## config.mk

```make
export PLATFORM = sky130hd
export DESIGN_NAME = fetch_unit
export DESIGN_NICKNAME = d
export VERILOG_FILES = /design/src/rtl/cpu_pkg.sv /design/src/rtl/fetch_unit.sv
export SDC_FILE = /design/constraint.sdc
export NUM_CORES = 1
export LEC_CHECK = 0
export CORE_MARGIN = 2
export CORE_UTILIZATION = 40
export DETAILED_ROUTE_END_ITERATION = 12
export PLACE_DENSITY = 0.73
export SETUP_SLACK_MARGIN = 0.1
export SYNTH_ARGS = -nofsm -noshare
export SYNTH_HDL_FRONTEND = slang
export SYNTH_SLANG_ARGS = --single-unit
```

## constraint.sdc

```tcl
create_clock -name clk -period 2.2 [get_ports clk]
set_input_delay 0.66 -clock clk [delete_from_list [all_inputs] [get_ports clk]]
set_output_delay 0.66 -clock clk [all_outputs]
set_load 0.02 [all_outputs]
```

## src/rtl/cpu_pkg.sv

```systemverilog
// Shared CPU types and constants used by the front-end pipeline stages.
package cpu_pkg;

  localparam int unsigned PC_W    = 16;
  localparam int unsigned INSTR_W = 16;
  localparam logic [3:0]  OPC_HALT = 4'b1111;

  typedef enum logic [1:0] {
    IDLE = 2'd0,
    RUN  = 2'd1,
    DONE = 2'd2
  } fetch_state_t;

endpackage

```

## src/rtl/fetch_unit.sv

```systemverilog
// Instruction fetch stage: PC register, IDLE/RUN/DONE control and the IF/ID output register.
// Optional halt-opcode detection is enabled by defining FETCH_HALT_EN.
module fetch_unit
  import cpu_pkg::*;
#(
  parameter int unsigned        IMEM_DEPTH = 25,
  parameter logic [PC_W-1:0]    RESET_PC   = 16'h0000
) (
  input  logic                  clk,
  input  logic                  rst,
  input  logic                  start,
  output logic [PC_W-1:0]       im_pc,
  input  logic [INSTR_W-1:0]    im_instr,
  input  logic                  redirect_valid,
  input  logic [PC_W-1:0]       redirect_pc,
  output logic [INSTR_W-1:0]    instr_out,
  output logic [PC_W-1:0]       pc_out,
  output logic                  valid_out,
  input  logic                  ready_in,
  output logic                  done
);

  localparam logic [PC_W-1:0] DepthPc = PC_W'(IMEM_DEPTH);

  fetch_state_t       r_state;
  logic [PC_W-1:0]    r_pc;
  logic [INSTR_W-1:0] r_instr;
  logic [PC_W-1:0]    r_pc_out;
  logic               r_valid;
  logic               r_done;

  logic w_pc_in_range;
  logic w_tgt_in_range;
  logic w_load;
  logic w_halt;

  assign w_pc_in_range  = (r_pc < DepthPc);
  assign w_tgt_in_range = (redirect_pc < DepthPc);
  assign w_load = (r_state == RUN) && w_pc_in_range && (!r_valid || ready_in) && !redirect_valid;

`ifdef FETCH_HALT_EN
  assign w_halt = (im_instr[15:12] == OPC_HALT);
`else
  assign w_halt = 1'b0;
`endif

  always_ff @(posedge clk) begin
    if (rst) begin
      r_state  <= IDLE;
      r_pc     <= RESET_PC;
      r_instr  <= '0;
      r_pc_out <= '0;
      r_valid  <= 1'b0;
      r_done   <= 1'b0;
    end else begin
      unique case (r_state)
        IDLE: begin
          if (start) begin
            r_state <= RUN;
            r_done  <= 1'b0;
          end
        end
        RUN, DONE: begin
          if (redirect_valid) begin
            // Flush wins over any same-cycle transfer or load.
            r_pc    <= redirect_pc;
            r_valid <= 1'b0;
            r_state <= w_tgt_in_range ? RUN : DONE;
            r_done  <= !w_tgt_in_range;
          end else if (w_load) begin
            r_instr  <= im_instr;
            r_pc_out <= r_pc;
            r_valid  <= 1'b1;
            r_pc     <= r_pc + 1'b1;
            if (w_halt) begin
              r_state <= DONE;
              r_done  <= 1'b1;
            end
          end else begin
            if (r_valid && ready_in) begin
              r_valid <= 1'b0;
            end
            if (r_state == RUN && !w_pc_in_range) begin
              r_state <= DONE;
              r_done  <= 1'b1;
            end
          end
        end
        default: begin
          r_state <= IDLE;
          r_done  <= 1'b0;
        end
      endcase
    end
  end

  assign im_pc     = r_pc;
  assign instr_out = r_instr;
  assign pc_out    = r_pc_out;
  assign valid_out = r_valid;
  assign done      = r_done;

endmodule

```

After elaboration in Yosys (flattened, before gate mapping)

Cells that the tools add are included.

Flip-flop bits (word level): 52
Bits of input ports: 37
Output and inout port bits: 50
Logic and storage cells: 49

$add $sub $neg: 1
Magnitude comparators: 2
Equality and inequality tests: 5
Muxes and demuxes: 16
Bitwise logic cells: 1
Reductions and logical operators: 18

Operators by type and width:

| kind                                                        | count |
|---|---|
| less-than comparator 16 x 5 -> 1 bit, second input constant | 2 |
| 2-to-1 mux 16 bit                                           | 2 |
| adder 16 x 1 -> 16 bit, second input constant               | 1 |
| 2-to-1 mux 2 bit                                            | 5 |
| 2-to-1 mux 1 bit                                            | 7 |
| != test 3 bit, second input constant                        | 2 |
| AND reduction 3 bit                                         | 2 |
| logical AND 1 bit                                           | 5 |
| logical NOT 1 bit                                           | 4 |
| case mux 2 bit (2 select lines)                             | 1 |
| AND reduction 2 bit                                         | 2 |
| nonzero test 3 bit                                          | 1 |
| == test 2 x 1 -> 1 bit, second input constant               | 1 |
| == test 2 bit, second input constant                        | 1 |
| logical NOT 2 bit                                           | 1 |
| != test 2 bit, second input constant                        | 1 |
| case mux 1 bit (2 select lines)                             | 1 |
| nonzero test 2 bit                                          | 1 |
| OR reduction 2 bit                                          | 1 |
| logical OR 1 bit                                            | 1 |
| NOT 1 bit                                                   | 1 |

Longest topological paths before layout

Depth after elaboration: 7
Mapped depth: 8
Mapped depth without buffers: 6

Least setup slack after synthesis

No wires, ideal clock.

Path type: register to register
Start: register r_state[1]
End: register r_pc[3] (netlist: im_pc[3])
Setup time: 0.086 ns
Arrival time: 1.983 ns
Required time: 2.114 ns
Slack: 0.132 ns
Stages on the path, launching flop included: 9
Buffers on the path: 2
Clock period less this slack: 2.068 ns
Cells stage by stage: dfxtp_1 -> inv_1 -> ha_1 -> clkbuf_1 -> and2_1 -> clkbuf_1 -> nor2_1 -> a211o_1 -> a211oi_1

Longest elaborated chain between the ends: 6
Elaborated cells between the ends (all ways): 8
Those cells by class: eq/ne (2); reduce/logical (6)

Ends and longest elaborated chain:

| element                           | RTL line                           | RTL |
|---|---|---|
| start, declared                   | fetch_unit.sv:25                   | `fetch_state_t r_state;` |
| start signal, assigned            | fetch_unit.sv:68                   | `r_state <= w_tgt_in_range ? RUN : DONE;` |
| == test 2 x 1 -> 1 bit            | fetch_unit.sv:39, fetch_unit.sv:56 |  |
| logical AND 1 bit (3 in series)   | fetch_unit.sv:39                   | `assign w_load = (r_state == RUN) && w_pc_in_range && (!r_valid \|\| ready_in) && !redirect_valid;` |
| nonzero test 2 bit (no line)      | n/a                                |  |
| AND reduction 2 bit (no line) (*) | n/a                                |  |
| end signal, assigned              | fetch_unit.sv:66                   | `r_pc <= redirect_pc;` |
| end signal, assigned              | fetch_unit.sv:74                   | `r_pc <= r_pc + 1'b1;` |
| end, declared                     | fetch_unit.sv:26                   | `logic [PC_W-1:0] r_pc;` |

Mark *: on every way between the ends. The rest lies on a longest branch, timed or not.
A chain may end at the register's enable or synchronous reset.

Final worst setup path

Start: register r_pc[8] (netlist: im_pc[8])
End: output im_pc[8]

RTL lines:

| element       | RTL line         | RTL |
|---|---|---|
| end, declared | fetch_unit.sv:12 | `output logic [PC_W-1:0] im_pc,` |

No word-level cell between the ends.

==> flow_summary.json <==
{
  "postRouteAntennaNets": 0,
  "critical_path.cell_chain": "clkdlybuf4s50_1",
  "route.detailed.wl_per_inst_um": 14.5,
  "worst_slew_pin_slew_ns": 0.544,
  "synth.avg_cell_area_um2": 9.37,
  "synth-simple-area-share": 0.296,
  "first_pass_iteration_count_of_the_detailed_router": 4,
  "min-delay-path-class": "reg2reg",
  "max_cap_violations": 0,
  "crit_path_end_kind": "primary output",
  "report.final.hold_viol_count": 0,
  "placed_cell_count": 422,
  "ios": 87,
  "clock-skew-final_ns": 0.00677,
  "row_count": 28,
  "grt_pass1_vias": 2098,
  "synth-adder-area-share": 0.0255,
  "max_slew_margin": 0.637,
  "cp_data_arrival_time_ns": 1.41,
  "rr_endpoint": "instr_out[3]$_SDFFE_PP0P_",
  "drv_slew": 0,
  "clk_pin_slew_worst_paths_ns": 0.09,
  "detailroute.via_count": 2238,
  "synth_area_in_compound_gates": 0.120,
  "timing_worst_setup_path_type": "reg2out",
  "critPathSlowestCell": "sky130_fd_sc_hd__clkdlybuf4s50_1",
  "largest_net_degree_at_the_start_of_global_routing": 37,
  "starting_density_of_the_core": 0.415,
  "synth_ff_type": "sky130_fd_sc_hd__dfxtp_1",
  "synth.area.mux_share": 0.0979,
  "setup-violations-final": 0,
  "syn2layout_area_growth_pct": 47.1,
  "outcome": "finished, final reports clean",
  "antenna_violations_before_repair": 0,
  "final_core_utilization": 0.610,
  "fp.dieW_um": 82.3,
  "register_to_register_setup_slack_ns": 0.30,
  "worstSetupStartpointType": "flip-flop",
  "cts_tree": "built",
  "synthesis.nets": 304,
  "groute.usage.overall": 0.191,
  "whs_endpoint": "pc_out[2]$_SDFFE_PP0P_",
  "timing.critical_path.slowest_cell_delay_ns": 0.66,
  "drt-total-wl_um": 6210,
  "floorplan.die_area_mm2": 0.00678,
  "critical_path_peak_fanout": 5,
  "number_of_buffers_created_by_cts": 5,
  "worst-path-buf-inv": 1,
  "finalWorstPathRequiredPeriod_ns": 2.07,
  "seq_area_frac_synth": 0.416,
  "post_drt_via_cell_ratio": 5.20,
  "grt_remaining_overflow": 0,
  "synth.cell_area_mm2": 0.00245,
  "cts.htree.levels": 2,
  "cpLargestDelayFamily": "buffers and inverters",
  "cts_max_path_buffers": 2,
  "timing.critical_path.required_ns": 1.54,
  "synthXorXnorAreaFrac": 0,
  "postSynthRegisterBits": 51,
  "fin_cells": 430,
  "drt_first_iter_violations": 165,
  "power-per-cell-area_mw_per_mm2": 847,
  "worst_skew_pair.late_latency_ns": 0.30,
  "hp-start": "pc_out[2]$_SDFFE_PP0P_",
  "synth_enable_flop_cells": 0,
  "routability_congestion": 0.869,
  "worst_r2r_startpoint": "im_pc[0]$_SDFFE_PP0P_",
  "r2r_cells": 7,
  "cts.sinks": 51,
  "clock-root-buffer": "sky130_fd_sc_hd__clkbuf_8",
  "synth_cell_type_count": 47,
  "async_reset_ff_frac": 0,
  "cellLeakagePower_nw": 1.40,
  "post_layout_net_count": 396,
  "rsz0062_at_grt": "false",
  "grt_first_pass_wirelength_um": 10000,
  "drt_drc_violations_left": 0,
  "insertedDiodeCount": 0,
  "gate_count_of_the_mapped_netlist": 262,
  "die_height_um": 82.3,
  "whs_path_depth": 2,
  "fill_cells": 530,
  "core-area_mm2": 0.00592,
  "synth_top_family_by_area": "simple AND/OR/NAND/NOR gates",
  "place.port_buffers": 86,
  "post_route_cells_drive_above_1_share": 0.0986,
  "hpwlAfterDp_um": 4560,
  "crit_share_post_route": 0.942,
  "fmaxAchievable_ghz": 0.482,
  "worst_hold_slack_ns": 0.478,
  "synthesis.yosys.warnings": 0,
  "worst_ir_drop_vdd_mv": 0.486
}
-- stage by stage --
stage | total power (W) | cell area [um2] | TNS [ns] | setup WS, ns
floorplan | 0.00189 | 2450 | 0 | 0.132
CTS | 0.00309 | 3580 | 0 | 0.103
global placement | 0.00238 | 3470 | -0.337 | -0.0417
global route | 0.00325 | 3610 | 0 | 0.102
finish | 0.00306 | 3610 | 0 | 0.127
detailed placement | 0.00240 | 3470 | -0.725 | -0.124
-- report_power, final --
| part | leakage, nW | internal, W | total [W] | switching, W |
|---|---|---|---|---|
| registers | 0.413 | 0.00102 | 0.00115 | 0.000132 |
| clock network | 0.0618 | 0.000375 | 0.000697 | 0.000322 |
| logic | 0.921 | 0.000560 | 0.00121 | 0.000647 |
-- final cells by class --
class / count / area [um2] / area share
timing repair buffer: 102 / 998 / 0.277
inverter: 8 / 30.0 / 0.00832
clock inverter: 2 / 38.8 / 0.0107
multi-input combinational: 186 / 1350 / 0.372
sequential: 51 / 1020 / 0.283
tap: 75 / 93.8 / 0.0260
clock buffer: 6 / 82.6 / 0.0229
-- registers in the layout, summed over array words and instances (netlist names) --
register	flops
im_pc	16
instr_out	16
pc_out	16
r_state	2
valid_out	1
-- what timing repair did --
item,CTS,global route
pin swaps,0,0
setup buffers,0,0
hold buffers,0,0
resized for setup,5,8
setup endpoints to repair,5,8
-- Yosys cell counts (all sizes together) (4+ instances only) --
cell / instances / area, um2
dfxtp: 51 / 1020
nand2b: 49 / 307
mux2i: 24 / 240
nand2: 21 / 78.8
clkbuf: 13 / 48.8
nor3b: 11 / 82.6
inv: 8 / 30.0
nor2: 8 / 30.0
a21oi: 7 / 35.0
nand3: 6 / 35.0
nor4: 6 / 73.8
ha: 5 / 62.6
buf: 4 / 31.3
-- how the worst max path moves through the flow --
stage,from,to,cells after the start
finish,im_pc[8]$_SDFFE_PP0P_,im_pc[8],1
global route,im_pc[8]$_SDFFE_PP0P_,im_pc[8],1
CTS,im_pc[4]$_SDFFE_PP0P_,im_pc[4],1
detailed placement,redirect_valid,im_pc[15]$_SDFFE_PP0P_,5
global placement,redirect_valid,im_pc[15]$_SDFFE_PP0P_,5
floorplan,r_state[1]$_SDFFE_PP0P_,im_pc[3]$_SDFFE_PP0P_,8
-- cells in the final DEF (no fill, tap or decap), types with 2 or more instances in the layout --
cell	count
sky130_fd_sc_hd__nor3_1	3
sky130_fd_sc_hd__nor3b_1	11
sky130_fd_sc_hd__a211oi_1	3
sky130_fd_sc_hd__buf_4	15
sky130_fd_sc_hd__nor4_1	2
sky130_fd_sc_hd__ha_1	5
sky130_fd_sc_hd__a22oi_1	2
sky130_fd_sc_hd__nand4_1	3
sky130_fd_sc_hd__nand3b_1	3
sky130_fd_sc_hd__a221oi_1	3
sky130_fd_sc_hd__clkdlybuf4s50_1	75
sky130_fd_sc_hd__o41a_1	2
sky130_fd_sc_hd__or2_2	2
sky130_fd_sc_hd__o22ai_1	2
sky130_fd_sc_hd__o31a_1	3
sky130_fd_sc_hd__nand3_1	5
sky130_fd_sc_hd__nand2b_1	49
sky130_fd_sc_hd__nor2_1	8
sky130_fd_sc_hd__dfxtp_1	50
sky130_fd_sc_hd__nor4_4	3
sky130_fd_sc_hd__clkbuf_8	6
sky130_fd_sc_hd__dlygate4sd2_1	4
sky130_fd_sc_hd__inv_1	8
sky130_fd_sc_hd__a21oi_1	7
sky130_fd_sc_hd__a311oi_1	2
sky130_fd_sc_hd__o21ai_0	2
sky130_fd_sc_hd__o31ai_1	3
sky130_fd_sc_hd__mux2i_1	24
sky130_fd_sc_hd__nand2_1	21
sky130_fd_sc_hd__dlymetal6s2s_1	6
-- layer usage --
layer | vias to the layer above | GRT usage | part of all wire
met5 | - | 0 | 0
met4 | 0 | 0.0567 | 0.011
met3 | 6 | 0.0598 | 0.072
met2 | 78 | 0.293 | 0.46
met1 | 1042 | 0.257 | 0.46
li1 | 1112 | - | -
-- cell families (layout without fill, tap and decap cells) --
family | count (synthesis) | after routing
AO/OA/AOI/OAI | 39 | 39
adder cells (fa/ha/maj) | 5 | 5
buffers and inverters | 25 | 118
flip-flops | 51 | 51
multiplexers | 24 | 24
AND/OR/NAND/NOR | 118 | 118
Note: power is estimated with default switching activity, not from simulation.
